===== src/rtl/node_package.sv =====
// rtl/node_package.sv - shared node identifiers and request/response beat formats
package node_package;

    localparam int NODE_ID_W = 3;
    localparam int ADDR_W    = 16;
    localparam int OP_W      = 2;
    localparam int PAYLOAD_W = 32;

    typedef struct packed {
        logic [NODE_ID_W-1:0] src;
        logic [ADDR_W-1:0]    addr;
        logic [OP_W-1:0]      op;
    } ReqType;

    typedef struct packed {
        logic [NODE_ID_W-1:0] dst;
        logic [PAYLOAD_W-1:0] payload;
    } DataType;

endpackage


===== src/rtl/noc_fifo.sv =====
// rtl/noc_fifo.sv - per-port request queue; pushes to a full queue are ignored
module noc_fifo #(
    parameter int WIDTH = 8,
    parameter int DEPTH = 4
) (
    input  logic             clk,
    input  logic             reset,
    input  logic             push,
    input  logic [WIDTH-1:0] wdata,
    input  logic             pop,
    output logic [WIDTH-1:0] rdata,
    output logic             full,
    output logic             empty
);

    localparam int AW = (DEPTH > 1) ? $clog2(DEPTH) : 1;
    localparam int CW = $clog2(DEPTH + 1);

    logic [WIDTH-1:0] mem [DEPTH];
    logic [AW-1:0]    wr_ptr;
    logic [AW-1:0]    rd_ptr;
    logic [CW-1:0]    count;
    logic             do_push;
    logic             do_pop;

    assign full    = (count == CW'(DEPTH));
    assign empty   = (count == '0);
    assign do_push = push && !full;
    assign do_pop  = pop && !empty;
    assign rdata   = mem[rd_ptr];

    // Explicit wrap so non-power-of-two depths stay in range
    function automatic logic [AW-1:0] wrap_inc(input logic [AW-1:0] p);
        return (p == AW'(DEPTH - 1)) ? '0 : p + AW'(1);
    endfunction

    always_ff @(posedge clk or posedge reset) begin
        if (reset) begin
            wr_ptr <= '0;
            rd_ptr <= '0;
            count  <= '0;
        end else begin
            if (do_push) wr_ptr <= wrap_inc(wr_ptr);
            if (do_pop)  rd_ptr <= wrap_inc(rd_ptr);
            case ({do_push, do_pop})
                2'b10:   count <= count + CW'(1);
                2'b01:   count <= count - CW'(1);
                default: count <= count;
            endcase
        end
    end

    always_ff @(posedge clk) begin
        if (do_push) mem[wr_ptr] <= wdata;
    end

endmodule


===== src/rtl/noc_mux.sv =====
// rtl/noc_mux.sv - credit-based N:1 request mux toward an SN with 1:N response demux
module noc_mux
    import node_package::*;
#(
    parameter int N_RN       = 4,
    parameter int DEPTH      = 4,
    parameter int SN_CREDITS = 2
) (
    input  logic            clk,
    input  logic            reset,
    input  ReqType          rx_req [N_RN],
    input  logic [N_RN-1:0] v_rx_req,
    output logic [N_RN-1:0] pre_rx_req,
    output ReqType          tx_req,
    output logic            v_tx_req,
    input  logic            pre_tx_req,
    input  DataType         rx_data,
    input  logic            v_rx_data,
    output logic            pre_rx_data,
    output DataType         tx_data [N_RN],
    output logic [N_RN-1:0] v_tx_data,
    output logic            err
);

    localparam int PTR_W = (N_RN > 1) ? $clog2(N_RN) : 1;
    localparam int CNT_W = $clog2(SN_CREDITS + 1);

    logic [N_RN-1:0]  fifo_full;
    logic [N_RN-1:0]  fifo_empty;
    logic [N_RN-1:0]  fifo_pop;
    ReqType           fifo_rdata [N_RN];
    logic [PTR_W-1:0] rr_ptr;
    logic [PTR_W-1:0] gnt_idx;
    logic             gnt_valid;
    ReqType           gnt_req;
    logic [CNT_W-1:0] cnt;
    logic             push_overflow;
    logic             credit_overflow;
    logic             bad_dst;

    for (genvar i = 0; i < N_RN; i++) begin : g_port
        noc_fifo #(
            .WIDTH($bits(ReqType)),
            .DEPTH(DEPTH)
        ) u_fifo (
            .clk   (clk),
            .reset (reset),
            .push  (v_rx_req[i]),
            .wdata (rx_req[i]),
            .pop   (fifo_pop[i]),
            .rdata (fifo_rdata[i]),
            .full  (fifo_full[i]),
            .empty (fifo_empty[i])
        );
    end

    // Round-robin scan starting at rr_ptr; only grants while SN credit remains
    always_comb begin
        logic [PTR_W-1:0] idx;
        gnt_valid = 1'b0;
        gnt_idx   = '0;
        idx       = '0;
        for (int k = 0; k < N_RN; k++) begin
            idx = PTR_W'((int'(rr_ptr) + k) % N_RN);
            if (!gnt_valid && !fifo_empty[idx] && cnt != '0) begin
                gnt_valid = 1'b1;
                gnt_idx   = idx;
            end
        end
    end

    always_comb begin
        fifo_pop = '0;
        if (gnt_valid) fifo_pop[gnt_idx] = 1'b1;
        gnt_req     = fifo_rdata[gnt_idx];
        gnt_req.src = NODE_ID_W'(gnt_idx);
    end

    assign push_overflow   = |(v_rx_req & fifo_full);
    assign credit_overflow = pre_tx_req && !gnt_valid && (cnt == CNT_W'(SN_CREDITS));
    assign bad_dst         = v_rx_data && (int'(rx_data.dst) >= N_RN);

    always_ff @(posedge clk or posedge reset) begin
        if (reset) begin
            rr_ptr     <= '0;
            cnt        <= CNT_W'(SN_CREDITS);
            tx_req     <= '0;
            v_tx_req   <= 1'b0;
            pre_rx_req <= '0;
        end else begin
            v_tx_req   <= gnt_valid;
            pre_rx_req <= fifo_pop;
            if (gnt_valid) begin
                tx_req <= gnt_req;
                rr_ptr <= (gnt_idx == PTR_W'(N_RN - 1)) ? '0 : gnt_idx + PTR_W'(1);
            end
            if (gnt_valid && !pre_tx_req) begin
                cnt <= cnt - CNT_W'(1);
            end else if (!gnt_valid && pre_tx_req && !credit_overflow) begin
                cnt <= cnt + CNT_W'(1);
            end
        end
    end

    // Response path runs independently of the request path
    always_ff @(posedge clk or posedge reset) begin
        if (reset) begin
            for (int i = 0; i < N_RN; i++) tx_data[i] <= '0;
            v_tx_data   <= '0;
            pre_rx_data <= 1'b0;
            err         <= 1'b0;
        end else begin
            v_tx_data   <= '0;
            pre_rx_data <= v_rx_data;
            for (int i = 0; i < N_RN; i++) begin
                if (v_rx_data && rx_data.dst == NODE_ID_W'(i)) begin
                    tx_data[i]   <= rx_data;
                    v_tx_data[i] <= 1'b1;
                end
            end
            if (push_overflow || credit_overflow || bad_dst) err <= 1'b1;
        end
    end

endmodule


===== config.mk =====
export PLATFORM = sky130hd
export DESIGN_NAME = noc_mux
export DESIGN_NICKNAME = d
export VERILOG_FILES = /design/src/rtl/node_package.sv /design/src/rtl/noc_fifo.sv /design/src/rtl/noc_mux.sv
export SDC_FILE = /design/constraint.sdc
export NUM_CORES = 1
export LEC_CHECK = 0
export ABC_AREA = 1
export CORE_ASPECT_RATIO = 1.25
export CORE_MARGIN = 1.5
export CORE_UTILIZATION = 30
export DETAILED_ROUTE_END_ITERATION = 10
export MAX_ROUTING_LAYER = met4
export PLACE_DENSITY_LB_ADDON = 0.08
export SLEW_MARGIN = 20
export SYNTH_ARGS = -nofsm -noshare
export SYNTH_HDL_FRONTEND = slang
export SYNTH_HIERARCHICAL = 1
export SYNTH_SLANG_ARGS = --single-unit

===== constraint.sdc =====
create_clock -name clk -period 5.85 [get_ports clk]
set_input_delay 1.17 -clock clk [delete_from_list [all_inputs] [get_ports clk]]
set_output_delay 1.17 -clock clk [all_outputs]
set_load 0.05 [all_outputs]

==> results of run 1 <==
[state kept, by name (all words and copies together), names as in the netlist, 2 cells and up]
name and flops:
g_port.u_fifo/count 12, tx_data 140, rr_ptr 2, pre_rx_req 4, g_port.u_fifo/rd_ptr 8, g_port.u_fifo/mem 288, g_port.u_fifo/wr_ptr 8, v_tx_data 4
cnt 2, tx_req 20
[report_power, final]
part / internal, uW / switching [uW] / leakage (uW)
combinational: 2020 / 4600 / 0.00566
clock: 1840 / 1400 / 0.000820
sequential: 4530 / 425 / 0.00515
[final cells by class]
class | instances | area, sq um
Fill cell | 7112 | 43900
Sequential cell | 491 | 13700
Clock buffer | 74 | 1510
Multi-Input combinational cell | 1044 | 5640
Inverter | 350 | 1330
Tap cell | 943 | 1180
Timing Repair Buffer | 317 | 3110
Antenna cell | 2 | 5.00
Clock inverter | 27 | 154
[layer usage]
metal,up-vias,global-route usage,share of wire
met4,0,0.0461,0.025
met3,76,0.0285,0.042
met5,-,-,0
met1,6887,0.206,0.44
met2,290,0.277,0.49
li1,7020,-,-
[stage by stage]
stage          cells   util  cell area [sq um]  hold slack (ns)
2_1_floorplan   1985      -              21400            0.463
3_3_place_gp    3145  0.354              25000            0.450
3_5_place_dp    3145  0.354              25000            0.452
4_1_cts         3246  0.378              26600            0.468
5_1_grt         3248  0.378              26700            0.476
6_report        3248  0.378              26700            0.465
[final timing paths]
kind,startpoint,slack [ns],endpoint,cells past startpoint
min in group asynchronous,reset,1.16,g_port[1].u_fifo/count[0],2
worst min-delay path,tx_data[32],0.46,tx_data[32],1
worst max register to register,g_port[3].u_fifo/count[0],1.69,g_port[3].u_fifo/count[2],26
worst max-delay path,g_port[3].u_fifo/count[0],1.69,g_port[3].u_fifo/count[2],26
max in group asynchronous,reset,3.44,tx_data[10],3
worst min register to register,tx_data[32],0.46,tx_data[32],1
==> qor.yml, run 1 <==
run_status:
  status: "completed"
setup_path:
  crit_path_end_kind: "register"
  critPathMaxFanout: 41
  critical_path_class: "register to register"
  cp_top_family: "simple AND/OR/NAND/NOR gates"
  cp_num_buf_inv: 9
  crit_top_cell: "nand2_1"
  start_kind: "register"
  crit_required_ns: 6.32
  worst_path_largest_cell_delay_ns: 0.41
  critPathSlowestCell: "dfrtp_1"
  cp.arrival_ns: 4.63
floorplanning:
  row_count: 109
  die_width_um: 242
  die_h_um: 301
  ios: 299
  floorplan.initialDensity: 0.303
  die-area_sq_mm: 0.0728
  coreArea_sq_mm: 0.0705
synth:
  syn_avg_cell_area_sq_um: 10.8
  syn_inst: 1985
  synth.yosys.warnings: 6
  syn-num-nets: 2144
  synth_area_sq_mm: 0.0213
drt:
  routed-via-count: 14273
  firstDrtPassIters: 5
  avgRoutedWirePerCell_um: 18.1
  drc: 0
  totalWireLength_um: 58700
  ant_nets: 0
  drtIter0Drc: 810
  viasPerCell: 4.39
timing:
  worstMarginPinSlew_ns: 1.09
  layout_setup_ws_ns: 1.69
  rsz0062_at_grt: "no"
  setup_violations: 0
  clock_skew_ns: 0.0232
  hold_violations: 0
  setup_tns_ns: 0
  min_period_ns: 4.16
  maxSlewViolCount: 0
  min_period_over_period: 0.711
  fmax_mhz: 240
  max-slew-margin-rel: 0.275
clocking:
  clk_latency_ns: 0.59
  cts_root_buf: "clkbuf_16"
  cts_tree: "done"
  cts-resized-gates: 0
  cts.htree.levels: 2
  cts_made_buffers: 55
  clock_sinks: 491
  cts_buffer_depth: 3
  ctsHoldBuffers: 0
  post-cts-setup-buffers: 0
  clk_pin_slew_ns: 0.06
finish:
  drive_above_1_share: 0.107
  syn_to_final_growth_pct: 24.9
  nNetsFinal: 2418
  layout_common_cells: "nand2_1, inv_1, edfxtp_1, clkdlybuf4s50_1, dfrtp_1"
  layout_commonest_cell: "nand2_1"
global_route:
  gr-total-overflow: 0
  grt_antenna_before_repair: 2
  grt_pass1_wl_um: 89200
  grt_max_degree: 76
  grt.total_usage: 0.165
  first_global_vias: 14161
pwr:
  p_total_uw: 14800
  p_leak_uw: 0.0116
  ir_drop_mv: 0.268
  power_density_mw_per_mm2: 555
place:
  pre_cts_ws_ns: 1.68
  dpl.hpwl_um: 39800
  io_buffers: 285
  place_congestion: 0.797
hold_path:
  worstHoldPathType: "register to register"
job:
  maxCapViolations: 0
Note: power is estimated with default switching activity, not from simulation.
==> run 2: changes to the inputs <==
==> constraint.sdc (replaced) <==
create_clock -name clk -period 4 [get_ports clk]
set_input_delay 0.8 -clock clk [delete_from_list [all_inputs] [get_ports clk]]
set_output_delay 0.8 -clock clk [all_outputs]
set_load 0.05 [all_outputs]
==> run 2 against run 1 <==
Net effect:
- cell area rose by 0.65%
- via count rose by 0.81%
- clock power rose by 50%
- register-to-register slack got worse by 1.2 ns
- combinational power rose by 47%
- die area did not move
- cell count rose by 0.43%
- global-route usage barely moved
- critical path type unchanged
- highest routed layer unchanged
==> qor.yml, run 2 (same netlist as run 1, synthesis figures left out) <==
run_status:
  status: "completed"  # unchanged
clocking:
  cts_root_buf: "clkbuf_16"  # unchanged
  cts_tree: "done"  # unchanged
  cts.htree.levels: 2  # unchanged
  clock_sinks: 491  # unchanged
  clk_latency_ns: 0.60  # was 0.59 ns
  cts_made_buffers: 54  # was 55
  cts_buffer_depth: 3  # unchanged
  clk_pin_slew_ns: 0.06  # about the same
finish:
  fin_area_sq_mm: 0.0268  # was 0.0267 sq mm
  nNetsFinal: 2430  # was 2418
  top_regs: "g_port.u_fifo/mem (288), tx_data (140), tx_req (20)"  # unchanged
  registers.top_by_ff_count: "g_port.u_fifo/mem"  # unchanged
  layout_common_cells: "nand2_1, inv_1, edfxtp_1, clkdlybuf4s50_1, dfrtp_1"  # unchanged
  drive_above_1_share: 0.114  # was 0.107
  syn_to_final_growth_pct: 25.7  # was 24.9%
  layout_commonest_cell: "nand2_1"  # unchanged
  fill_cells: 7043  # was 7112
  largest_reg_flops: 288  # unchanged
global_route:
  grt_max_degree: 137  # was 76
  gr-total-overflow: 0  # unchanged
  first_global_vias: 14417  # was 14161
  grt_antenna_before_repair: 4  # was 2
  grt_pass1_wl_um: 89400  # was 89200 um
  grt.total_usage: 0.165  # about the same
timing:
  setup_tns_ns: 0  # unchanged
  setup_violations: 0  # unchanged
  fmax_mhz: 282  # was 240 MHz
  layout_setup_ws_ns: 0.448  # was 1.69 ns
  min_period_over_period: 0.888  # was 0.711
  hold_violations: 0  # unchanged
  clock_skew_ns: 0.0254  # was 0.0232 ns
  max-slew-margin-rel: 0.289  # was 0.275
  maxSlewViolCount: 0  # unchanged
  whs_ns: 0.462  # was 0.465 ns
  worstMarginPinSlew_ns: 1.07  # was 1.09 ns
  min_period_ns: 3.55  # was 4.16 ns
  rsz0062_at_grt: "no"  # unchanged
pwr:
  power_density_mw_per_mm2: 819  # was 555 mW/mm^2
  ir_drop_mv: 0.616  # was 0.268 mV
  p_leak_uw: 0.0117  # was 0.0116 uW
  p_total_uw: 22000  # was 14800 uW
drt:
  firstDrtPassIters: 5  # unchanged
  viasPerCell: 4.41  # was 4.39
  totalWireLength_um: 58800  # was 58700 um
  routed-via-count: 14389  # was 14273
  avgRoutedWirePerCell_um: 18.0  # was 18.1 um
  drtIter0Drc: 780  # was 810
  drc: 0  # unchanged
  ant_nets: 0  # unchanged
floorplanning:
  coreArea_sq_mm: 0.0705  # unchanged
  floorplan.initialDensity: 0.303  # unchanged
  ios: 299  # unchanged
  die_width_um: 242  # unchanged
  die_h_um: 301  # unchanged
  row_count: 109  # unchanged
  die-area_sq_mm: 0.0728  # unchanged
setup_path:
  critPathMaxFanout: 12  # was 41
  cp.arrival_ns: 4.02  # was 4.63 ns
  critPathSlowestCell: "dfrtp_1"  # unchanged
  crit_required_ns: 4.47  # was 6.32 ns
  critical_path_class: "register to register"  # unchanged
  cp_cell_sequence: "inv_1, nand3_1, inv_1, inv_1, nand2_1, nand3_1, nand3_2, nand2_1, inv_2, nand4_1, nand2_4, buf_4, ha_1, inv_1, nor2_2, nand2_1, inv_1, ha_1, inv_1, fa_1, nand2_1, nand3_1, nand2_1, nand2_1"
  start_kind: "register"  # unchanged
  crit_path_end_kind: "register"  # unchanged
  worst_path_largest_cell_delay_ns: 0.39  # was 0.41 ns
place:
  pre_cts_ws_ns: 0.294  # was 1.68 ns
  post_dp_cell_area_sq_mm: 0.0251  # was 0.0250 sq mm
  dpl.hpwl_um: 40700  # was 39800 um
  place_congestion: 0.789  # was 0.797
  io_buffers: 285  # unchanged
job:
  maxCapViolations: 0  # unchanged
hold_path:
  worstHoldPathType: "register to register"  # unchanged
run 2: area by class of cell:
class	count	area [sq um]	share of cell area
flip-flops and latches	491	13700	0.512
multi-input cells	1044	5650	0.211
clock buffers	76	1550	0.0576
repair buffers	330	3220	0.120
inverters	350	1320	0.0493
well taps	943	1180	0.0440
clock inverters	24	170	0.00634
diodes	4	10.0	0.000373
run 2: final timing paths:
path / startpoint / endpoint / slack, ns / cells after the start
min in group asynchronous: reset / g_port[3].u_fifo/rd_ptr[1] / 0.78 / 2
max in group asynchronous: reset / tx_data[67] / 2.27 / 3
hold reg to reg: tx_data[68] / tx_data[68] / 0.46 / 1
setup reg to reg: g_port[3].u_fifo/count[2] / g_port[3].u_fifo/count[2] / 0.45 / 24
hold / removal: tx_data[68] / tx_data[68] / 0.46 / 1
setup / recovery: g_port[3].u_fifo/count[2] / g_port[3].u_fifo/count[2] / 0.45 / 24
run 2: power breakdown:
part	leakage, uW	switching, uW	internal [uW]
Combinational	0.00572	6690	3060
Sequential	0.00515	766	6620
Clock	0.000842	2030	2800
run 2: metal layers:
layer / up-vias / wire length, um / track usage
li1: 7044 / - / -
met1: 6949 / 25400 / 0.205
met2: 308 / 29000 / 0.272
met3: 88 / 2690 / 0.0301
met4: 0 / 1760 / 0.0575
met5: - / 0 / -
run 2: stage by stage:
step | util | std cells
final | 0.381 | 3262
after global routing | 0.381 | 3262
after CTS | 0.380 | 3258
after detailed placement | 0.356 | 3158
after global placement | 0.356 | 3158
after floorplan | - | 1985
run 2: worst max-delay path: cells and delay by family (launching register included):
family,cells,cell delay (ns)
simple gates,13,1.61
flops,1,0.39
fa+ha+maj,3,0.70
buf+inv,8,0.75
run 2: timing repair:
action	CTS	global route
endpoints found under the setup margin	0	1
hold buffers	0	0
setup buffers	0	0
gates resized for setup	0	2
==> run 3: changes to the inputs <==
--- a/config.mk
+++ b/config.mk
@@ -6,6 +6,7 @@
 export NUM_CORES = 1
 export LEC_CHECK = 0
 export ABC_AREA = 1
+export CAP_MARGIN = 20
 export CORE_ASPECT_RATIO = 1.25
 export CORE_MARGIN = 1.5
 export CORE_UTILIZATION = 30
@@ -15,5 +16,4 @@
 export SLEW_MARGIN = 20
 export SYNTH_ARGS = -nofsm -noshare
 export SYNTH_HDL_FRONTEND = slang
-export SYNTH_HIERARCHICAL = 1
 export SYNTH_SLANG_ARGS = --single-unit
==> run 3 against run 2 <==
Net effect:
- synthesized cell count shrank 14%
- clock skew increased by 0.0050 ns
- worst hold slack better by 0.0067 ns
- count of clock-buffer cells in the layout is 3 lower
- utilization increased by 1.0 points
- non-clock buffer count down 10
- first-iteration DRC count increased by 15%
- sequential share of layout area is 3.3 points higher
- highest routed layer unchanged
- cell count fell by 11%
- maximum frequency grew 3.9%
- cell area shrank 6.1%
==> qor.yml, run 3 <==
run_status:
  status: "completed"  # unchanged
setup_path:
  critical_path_class: "register to register"  # unchanged
  timing.rr.end: "g_port[3].u_fifo.count[2]"  # was g_port[3].u_fifo/count[2]
  cp.arrival_ns: 3.89  # was 4.02 ns
  critPathMaxFanout: 21  # was 12
  start_kind: "register"  # unchanged
  cp_cell_sequence: "inv_2, nand3_1, nand2_1, nand2_1, nand3_2, nand3_1, nor2_2, nand2_2, nand2_4, ha_1, inv_1, a211oi_2, ha_1, inv_1, fa_1, a21oi_1, o21ai_0, xor2_1"  # was inv_1, nand3_1, inv_1, inv_1, nand2_1, nand3_1, nand3_2, nand2_1, inv_2, nand4_1, nand2_4, buf_4, ha_1, inv_1, nor2_2, nand2_1, inv_1, ha_1, inv_1, fa_1, nand2_1, nand3_1, nand2_1, nand2_1
  crit_required_ns: 4.47  # about the same
  crit_path_end_kind: "register"  # unchanged
  reg2regPathDepth: 18  # was 24
  r2r-start: "rr_ptr[0]"  # was g_port[3].u_fifo/count[2]
  cp_num_buf_inv: 3  # was 8
  worst_path_largest_cell_delay_ns: 0.50  # was 0.39 ns
  cp_top_family: "simple AND/OR/NAND/NOR gates"  # unchanged
  critPathSlowestCell: "dfrtp_1"  # unchanged
  reg2reg_slack_ns: 0.58  # was 0.45 ns
floorplanning:
  floorplan.initialDensity: 0.304  # was 0.303
  die-area_sq_mm: 0.0667  # was 0.0728 sq mm
  coreArea_sq_mm: 0.0644  # was 0.0705 sq mm
  row_count: 104  # was 109
  die_h_um: 288  # was 301 um
  die_width_um: 231  # was 242 um
  ios: 299  # unchanged
drt:
  routed-via-count: 13453  # was 14389
  drc: 0  # unchanged
  viasPerCell: 4.65  # was 4.41
  totalWireLength_um: 56600  # was 58800 um
  drtIter0Drc: 899  # was 780
  ant_nets: 0  # unchanged
  firstDrtPassIters: 5  # unchanged
  avgRoutedWirePerCell_um: 19.5  # was 18.0 um
finish:
  top_regs: "g_port.u_fifo.mem (288), tx_data (140), tx_req (20)"  # was g_port.u_fifo/mem (288), tx_data (140), tx_req (20)
  utilization: 0.391  # was 0.381
  layout_common_cells: "nand2_1, edfxtp_1, clkdlybuf4s50_1, o21ai_0, dfrtp_1"  # was nand2_1, inv_1, edfxtp_1, clkdlybuf4s50_1, dfrtp_1
  largest_reg_flops: 288  # unchanged
  nNetsFinal: 2160  # was 2430
  finalNonFillerCells: 2896  # was 3262
  regArea_sq_mm: 0.0137  # about the same
  multi_input_comb_area_sq_mm: 0.00504  # was 0.00565 sq mm
  fill_cells: 6245  # was 7043
  syn_to_final_growth_pct: 28.8  # was 25.7%
  layout_commonest_cell: "nand2_1"  # unchanged
  drive_above_1_share: 0.0733  # was 0.114
  registers.top_by_ff_count: "g_port.u_fifo.mem"  # was g_port.u_fifo/mem
clocking:
  clk_latency_ns: 0.60  # about the same
  clock_sinks: 491  # unchanged
  cts_root_buf: "clkbuf_16"  # unchanged
  cts_buffer_depth: 3  # unchanged
  cts_made_buffers: 52  # was 54
  clk_pin_slew_ns: 0.06  # about the same
  post-cts-setup-buffers: 0  # unchanged
  cts-resized-gates: 0  # unchanged
  cts.htree.levels: 2  # unchanged
  ctsHoldBuffers: 0  # unchanged
  cts_tree: "done"  # unchanged
timing:
  setup_tns_ns: 0  # unchanged
  layout_setup_ws_ns: 0.580  # was 0.448 ns
  rsz0062_at_grt: "no"  # unchanged
  hold_violations: 0  # unchanged
  max-slew-margin-rel: 0.324  # was 0.289
  fmax_mhz: 292  # was 282 MHz
  worstMarginPinSlew_ns: 1.01  # was 1.07 ns
  maxSlewViolCount: 0  # unchanged
  setup_violations: 0  # unchanged
  min_period_over_period: 0.855  # was 0.888
  clock_skew_ns: 0.0304  # was 0.0254 ns
  min_period_ns: 3.42  # was 3.55 ns
place:
  place_congestion: 0.764  # was 0.789
  place_inst: 2798  # was 3158
  io_buffers: 285  # unchanged
  pre_cts_ws_ns: 0.569  # was 0.294 ns
  dpl.hpwl_um: 37200  # was 40700 um
synth:
  synth_most_common_cell: "nand2_1"
  synth-seq-cells: 491
  synth_cell_types: 36
  synth.yosys.warnings: 0  # was 6
  yosysTopAreaCellShare: 0.442
  synthFlopType: "edfxtp_1"
  syn_inst: 1715  # was 1985
  synth-edff-count: 288
  synth.area.top_cells: "edfxtp_1, dfrtp_1, nand2_1, o21ai_0, nor2_1"
  synth_top_cell_by_area: "edfxtp_1"
  syn_avg_cell_area_sq_um: 11.4  # was 10.8 sq um
  synth_area_sq_mm: 0.0196  # was 0.0213 sq mm
  syn-num-nets: 1871  # was 2144
  ys_seq_area_frac: 0.702
  synthArstFlopShare: 0.413
  ys_top_cells_by_count: "nand2_1, edfxtp_1, o21ai_0"
global_route:
  gr-total-overflow: 0  # unchanged
  grt_antenna_before_repair: 1  # was 4
  grt_pass1_wl_um: 85100  # was 89400 um
  grt.total_usage: 0.174  # was 0.165
  first_global_vias: 13315  # was 14417
  grt_max_degree: 136  # was 137
job:
  maxCapViolations: 0  # unchanged
pwr:
  power_density_mw_per_mm2: 821  # was 819 mW/mm^2
  ir_drop_mv: 0.479  # was 0.616 mV
  p_leak_uw: 0.0101  # was 0.0117 uW
hold_path:
  whs_endpoint: "tx_data[33]"  # was tx_data[68]
  worstHoldPathType: "register to register"  # unchanged
  hold-path-cell-count: 1  # unchanged
  worstHoldStart: "tx_data[33]"  # was tx_data[68]
## run 3: through the flow
step | instance area, sq um | total power (uW) | hold slack, ns
finish | 25200 | 20700 | 0.469
global route | 25200 | 22100 | 0.499
CTS | 25200 | 21000 | 0.476
detailed placement | 23400 | 15900 | 0.460
global placement | 23400 | 15800 | 0.451
floorplan | 19600 | 12800 | 0.468
## run 3: final cells by class
type | instances | share of cell area
Multi-Input combinational cell | 1027 | 0.200
Inverter | 112 | 0.0169
Sequential cell | 491 | 0.545
Antenna cell | 1 | 0.0000994
Clock inverter | 24 | 0.0109
Tap cell | 848 | 0.0421
Clock buffer | 73 | 0.0597
Timing Repair Buffer | 320 | 0.125
## run 3: worst reg2reg max path, cell delays in order, from the launching register on
cell      delay (ns)
dfrtp_1         0.50
inv_2           0.19
nand3_1         0.09
nand2_1         0.11
nand2_1         0.09
nand3_2         0.16
nand3_1         0.11
nor2_2          0.13
nand2_2         0.09
nand2_4         0.20
ha_1            0.19
inv_1           0.06
a211oi_2        0.35
ha_1            0.21
inv_1           0.06
fa_1            0.37
a21oi_1         0.13
o21ai_0         0.11
xor2_1          0.15
## run 3: where the power goes
group          switching (uW)  leakage, uW  total (uW)  internal [uW]
registers                 590      0.00514        7200           6610
clock network            2020     0.000874        5010           3000
logic                    5880      0.00408        8450           2570
total                    8480       0.0101       20700          12200
## run 3: cell families after synthesis
kind of cell,Yosys count,synth area share
fa+ha+maj,29,0.0201
compound gates,348,0.101
buf+inv,197,0.0399
xor+xnor,10,0.00486
other cells,1,0.000192
simple gates,639,0.132
flops,491,0.702
## run 3: metal layers
metal	vias to the layer above	part of all wire	global-route usage
met4	0	0.026	0.0528
met5	-	0	-
met3	83	0.048	0.0285
met2	312	0.48	0.278
met1	6587	0.44	0.226
li1	6471	-	-
## run 3: worst max path at each step
| stage | start | slack (ns) | depth (start not counted) | end |
|---|---|---|---|---|
| after global placement | rr_ptr[0] | 0.60 | 18 | g_port[3].u_fifo.count[2] |
| after floorplan | reset | 0.57 | 1 | cnt[0] |
| after CTS | rr_ptr[0] | 0.55 | 18 | g_port[3].u_fifo.count[2] |
| final | rr_ptr[0] | 0.58 | 18 | g_port[3].u_fifo.count[2] |
| after detailed placement | rr_ptr[0] | 0.57 | 18 | g_port[3].u_fifo.count[2] |
| after global routing | rr_ptr[0] | 0.24 | 18 | g_port[3].u_fifo.count[2] |
